===== src/rtl/hourglass_stream_sorter.sv =====
// rtl/hourglass_stream_sorter.sv - streaming stable insertion sorter
// Keys are inserted into a sorted buffer as they arrive, then drained with arrival indices.
module hourglass_stream_sorter #(
  parameter int NUMBER_OF_ELEMENTS = 24,
  parameter int KEY_WIDTH          = 8,
  parameter int OUTPUT_INDEX_WIDTH = 5
) (
  input  logic                          clk,
  input  logic                          rst_n,
  input  logic                          descending,
  input  logic [KEY_WIDTH-1:0]          axis_in_key,
  input  logic                          axis_in_valid,
  input  logic                          axis_in_last,
  output logic                          axis_in_ready,
  output logic [KEY_WIDTH-1:0]          axis_out_key,
  output logic [OUTPUT_INDEX_WIDTH-1:0] axis_out_index,
  output logic                          axis_out_valid,
  output logic                          axis_out_last,
  input  logic                          axis_out_ready,
  output logic                          busy
);
  localparam int CW = $clog2(NUMBER_OF_ELEMENTS + 1);

  typedef enum logic [1:0] {IDLE, FILL, DRAIN} state_t;

  state_t                        state;
  logic [CW-1:0]                 count;
  logic [CW-1:0]                 rd_ptr;
  logic                          mode_desc;
  logic [KEY_WIDTH-1:0]          key_buf  [NUMBER_OF_ELEMENTS];
  logic [OUTPUT_INDEX_WIDTH-1:0] idx_buf  [NUMBER_OF_ELEMENTS];
  logic [KEY_WIDTH-1:0]          key_next [NUMBER_OF_ELEMENTS];
  logic [OUTPUT_INDEX_WIDTH-1:0] idx_next [NUMBER_OF_ELEMENTS];
  logic [NUMBER_OF_ELEMENTS-1:0] keep;
  logic [OUTPUT_INDEX_WIDTH-1:0] idx_in;
  logic                          in_fire;
  logic                          out_fire;
  logic                          ins_desc;

  assign axis_in_ready  = (state != DRAIN);
  assign axis_out_valid = (state == DRAIN);
  assign busy           = (state != IDLE);
  assign in_fire        = axis_in_valid && axis_in_ready;
  assign out_fire       = axis_out_valid && axis_out_ready;
  assign ins_desc       = (state == IDLE) ? descending : mode_desc;
  assign idx_in         = OUTPUT_INDEX_WIDTH'(count);
  assign axis_out_last  = axis_out_valid && (rd_ptr == count - CW'(1));
  assign axis_out_key   = axis_out_valid ? key_buf[rd_ptr] : '0;
  assign axis_out_index = axis_out_valid ? idx_buf[rd_ptr] : '0;

  // Entries that stay in place form a prefix; ties stay ahead of the new key for stability.
  always_comb begin
    keep = '0;
    for (int i = 0; i < NUMBER_OF_ELEMENTS; i++) begin
      keep[i] = (CW'(i) < count) &&
                (ins_desc ? (key_buf[i] >= axis_in_key) : (key_buf[i] <= axis_in_key));
    end
    key_next[0] = keep[0] ? key_buf[0] : axis_in_key;
    idx_next[0] = keep[0] ? idx_buf[0] : idx_in;
    for (int i = 1; i < NUMBER_OF_ELEMENTS; i++) begin
      if (keep[i]) begin
        key_next[i] = key_buf[i];
        idx_next[i] = idx_buf[i];
      end else if (keep[i-1]) begin
        key_next[i] = axis_in_key;
        idx_next[i] = idx_in;
      end else begin
        key_next[i] = key_buf[i-1];
        idx_next[i] = idx_buf[i-1];
      end
    end
  end

  always_ff @(posedge clk) begin
    if (!rst_n) begin
      state     <= IDLE;
      count     <= '0;
      rd_ptr    <= '0;
      mode_desc <= 1'b0;
      for (int i = 0; i < NUMBER_OF_ELEMENTS; i++) begin
        key_buf[i] <= '0;
        idx_buf[i] <= '0;
      end
    end else begin
      if (in_fire) begin
        for (int i = 0; i < NUMBER_OF_ELEMENTS; i++) begin
          key_buf[i] <= key_next[i];
          idx_buf[i] <= idx_next[i];
        end
      end
      case (state)
        IDLE: begin
          if (in_fire) begin
            mode_desc <= descending;
            count     <= CW'(1);
            state     <= axis_in_last ? DRAIN : FILL;
          end
        end
        FILL: begin
          if (in_fire) begin
            count <= count + CW'(1);
            if (axis_in_last || (count + CW'(1) == CW'(NUMBER_OF_ELEMENTS)))
              state <= DRAIN;
          end
        end
        DRAIN: begin
          if (out_fire) begin
            if (axis_out_last) begin
              state  <= IDLE;
              count  <= '0;
              rd_ptr <= '0;
            end else begin
              rd_ptr <= rd_ptr + CW'(1);
            end
          end
        end
        default: state <= IDLE;
      endcase
    end
  end
endmodule


===== config.mk =====
export PLATFORM = sky130hd
export DESIGN_NAME = hourglass_stream_sorter
export DESIGN_NICKNAME = d
export VERILOG_FILES = /design/src/rtl/hourglass_stream_sorter.sv
export SDC_FILE = /design/constraint.sdc
export NUM_CORES = 1
export LEC_CHECK = 0
export ABC_AREA = 1
export CORE_MARGIN = 10
export CORE_UTILIZATION = 40
export CTS_BUF_LIST = sky130_fd_sc_hd__clkbuf_8 sky130_fd_sc_hd__clkbuf_16
export DETAILED_ROUTE_END_ITERATION = 8
export GPL_TIMING_DRIVEN = 1
export PLACE_DENSITY = 0.65
export REMOVE_ABC_BUFFERS = 1
export SLEW_MARGIN = 20
export SYNTH_ARGS = -nofsm -noshare
export SYNTH_HDL_FRONTEND = slang
export SYNTH_SLANG_ARGS = --single-unit

===== constraint.sdc =====
create_clock -name clk -period 4.96 [get_ports clk]
set_clock_uncertainty 0.1 [all_clocks]
set_input_delay 0.496 -clock clk [delete_from_list [all_inputs] [get_ports clk]]
set_output_delay 0.496 -clock clk [all_outputs]
set_load 0.03 [all_outputs]

==> reports/metrics.yaml <==
setup_path:
  start_kind: "register"
  path_class: "register to primary output"
  cpPeakStageDelay_ns: 0.75
  path_max_fanout: 114
  cpLargestDelayFamily: "buffers and inverters"
  regToRegSetupSlack_ns: 1.50
  critPathCaptureType: "primary output"
  critical_path_required_ns: 4.36
  slowest_stage: "clkdlybuf4s50_1"
  path_buf_inv: 3
  path_cells: "buf_12 > buf_4 > o21ai_0 > nand3_1 > nand3_1 > nand2_1 > nand2_1 > a21oi_1 > clkdlybuf4s50_1"
  cp.arrival_ns: 3.84
grt:
  grt_usage_pct: 22.6
  first_global_vias: 21400
  antenna_found_initial: 2
  grt_max_degree: 138
  grt_overflow_total: 0
  grt_pass1_wl_mm: 130
placement:
  routabilityCongestion: 0.938
  postPlaceCellArea_um2: 26500
  post-dp-hpwl_mm: 60.1
  io_buffers: 30
  pre_cts_slack_ns: 0.759
logic_synthesis:
  seq_area_frac_synth_pct: 37.9
  async_flop_share_pct: 0
  ys_ff_latch: 330
  yosysMostFrequentCell: "nand2_1"
  yosysWarnings: 0
  ys_types: 33
  synth.area.top_cells: "edfxtp_1 (37%), nand2_1 (14%), ha_1 (9.8%)"
  synthTopCellsByCount: "nand2_1 (957), inv_1 (539), nor2_1 (466)"
  yosysTopAreaCellShare_pct: 36.5
  synth_flop_cell: "edfxtp_1"
  synth-edff-count: 312
  yosysTopAreaCell: "edfxtp_1"
  syn-instance-count: 3604
  synth_area_um2: 25600
  avgSynthCellArea_um2: 7.11
run_status:
  status: "finished clean"
route:
  wire_per_inst_um: 19.5
  drtIter0Drc: 2824
  vias_per_cell: 5.34
  drc: 0
  ant_nets: 0
  wirelength_mm: 86.3
  first_pass_iters: 6
  vias: 23600
die:
  pin_count: 31
  die_h_um: 273
  dieArea_um2: 74600
  core_area_um2: 63300
  rows: 92
  initial_core_util_pct: 40.5
  fp.dieW_um: 273
timing:
  final.min_clock_period_ns: 4.43
  fin_crit_sh_pct: 89.3
  worst_pin_slew_ns: 1.14
  hold_violations: 0
  timing.fmax_ghz: 0.226
  slew_viol_final: 0
  setup-tns-final_ns: 0
  hold-worst-slack_ns: 0.283
  slew-limit-headroom_pct: 23.8
  rsz0062_at_grt: "no"
  timing.final.ws_setup_ns: 0.529
  finalSetupViolations: 0
clocking:
  post_cts_buffers: 0
  cts_inserted_buffers: 41
  hold_buffers: 0
  cts_root_buf: "clkbuf_16"
  ctsResizeCount: 0
  insertion_delay_ns: 0.59
  h-tree-depth: 2
  cts_tree: "done"
  path_clk_slew_ns: 0.07
  clockBufferDepth: 3
  cts.sinks: 330
final_layout:
  area.growth.synth_to_final_pct: 9.06
  stdcell_area_um2: 28000
  nNetsFinal: 3759
  final_layout_size_suffix_gt1_share_pct: 6.04
  num_antenna_cells: 0
  final_util_pct: 44.2
min_path:
  hp-class: "input port to register"
pwr:
  ir_drop_mv: 0.230
  power.density_nw_per_um2: 483
  leakage_nw: 13.8
run:
  maxCapViolCount: 0
-- worst min-delay path: cells and delay by family --
kind          cells  cell delay [ns]
buf+inv           1             0.19
simple gates      2             0.12
-- report_power, final --
part	switching [W]	internal, W	leakage [nW]
Combinational	0.00422	0.00170	9.61
Sequential	0.000477	0.00389	3.46
Clock	0.00131	0.00190	0.703
Total	0.00601	0.00750	13.8
-- worst paths after layout --
path	start	end	cells past startpoint
min	rst_n	key_buf[18][1]	3
max	register	axis_out_key[2]	9
min reg2reg	mode_desc	mode_desc	2
max reg2reg	state[0]	key_buf[14][7]	10
-- stage by stage --
stage / total power [W] / cells
after global placement: 0.0101 / 4347
after floorplan: 0.00822 / 3405
final: 0.0135 / 4420
after CTS: 0.0134 / 4420
after detailed placement: 0.0102 / 4347
after global routing: 0.0144 / 4420
-- logic make-up after synthesis --
kind of cell	count (synthesis)	synth area share [%]
flip-flops	330	37.9
buffers and inverters	774	12.5
AO/OA/AOI/OAI	446	9.10
XOR/XNOR	3	0.103
AND/OR/NAND/NOR	1850	30.5
adder cells (fa/ha/maj)	201	9.81
-- layer usage --
| metal | up-vias | part of all wire (%) | GRT usage (%) |
|---|---|---|---|
| li1 | 11400 | - | - |
| met1 | 10800 | 42 | 30.3 |
| met2 | 1175 | 44 | 35.5 |
| met3 | 228 | 9.7 | 3.74 |
| met4 | 4 | 4.3 | 9.42 |
| met5 | - | 0.024 | 0 |
-- cell type report --
cell class / instances / area, um2
Inverter: 575 / 2160
Multi-Input combinational cell: 2500 / 12700
Timing Repair Buffer: 96 / 888
Clock buffer: 45 / 1130
Fill cell: 6404 / 35400
Sequential cell: 330 / 9730
Clock inverter: 28 / 290
Tap cell: 846 / 1060
-- sequential cells by signal, summed over array words and instances (netlist names), named ones only --
register / cells
count: 5
idx_buf: 120
key_buf: 192
mode_desc: 1
rd_ptr: 5
state: 2
-- layout by cell type (no fill, tap or decap), drive strengths merged --
cell / count
nand2: 970
inv: 563
nor2: 468
nand3: 381
edfxtp: 312
a21oi: 240
ha: 201
o21ai: 172
buf: 68
clkbuf: 45
clkinv: 32
nand4: 30
clkdlybuf4s50: 28
a21o: 23
dfxtp: 18
o211ai: 6
bufinv: 5
xor2: 3
clkinvlp: 3
o21a: 2
o31ai: 1
nor3b: 1
a211oi: 1
a31oi: 1
Power figures use the tool's default switching activity.
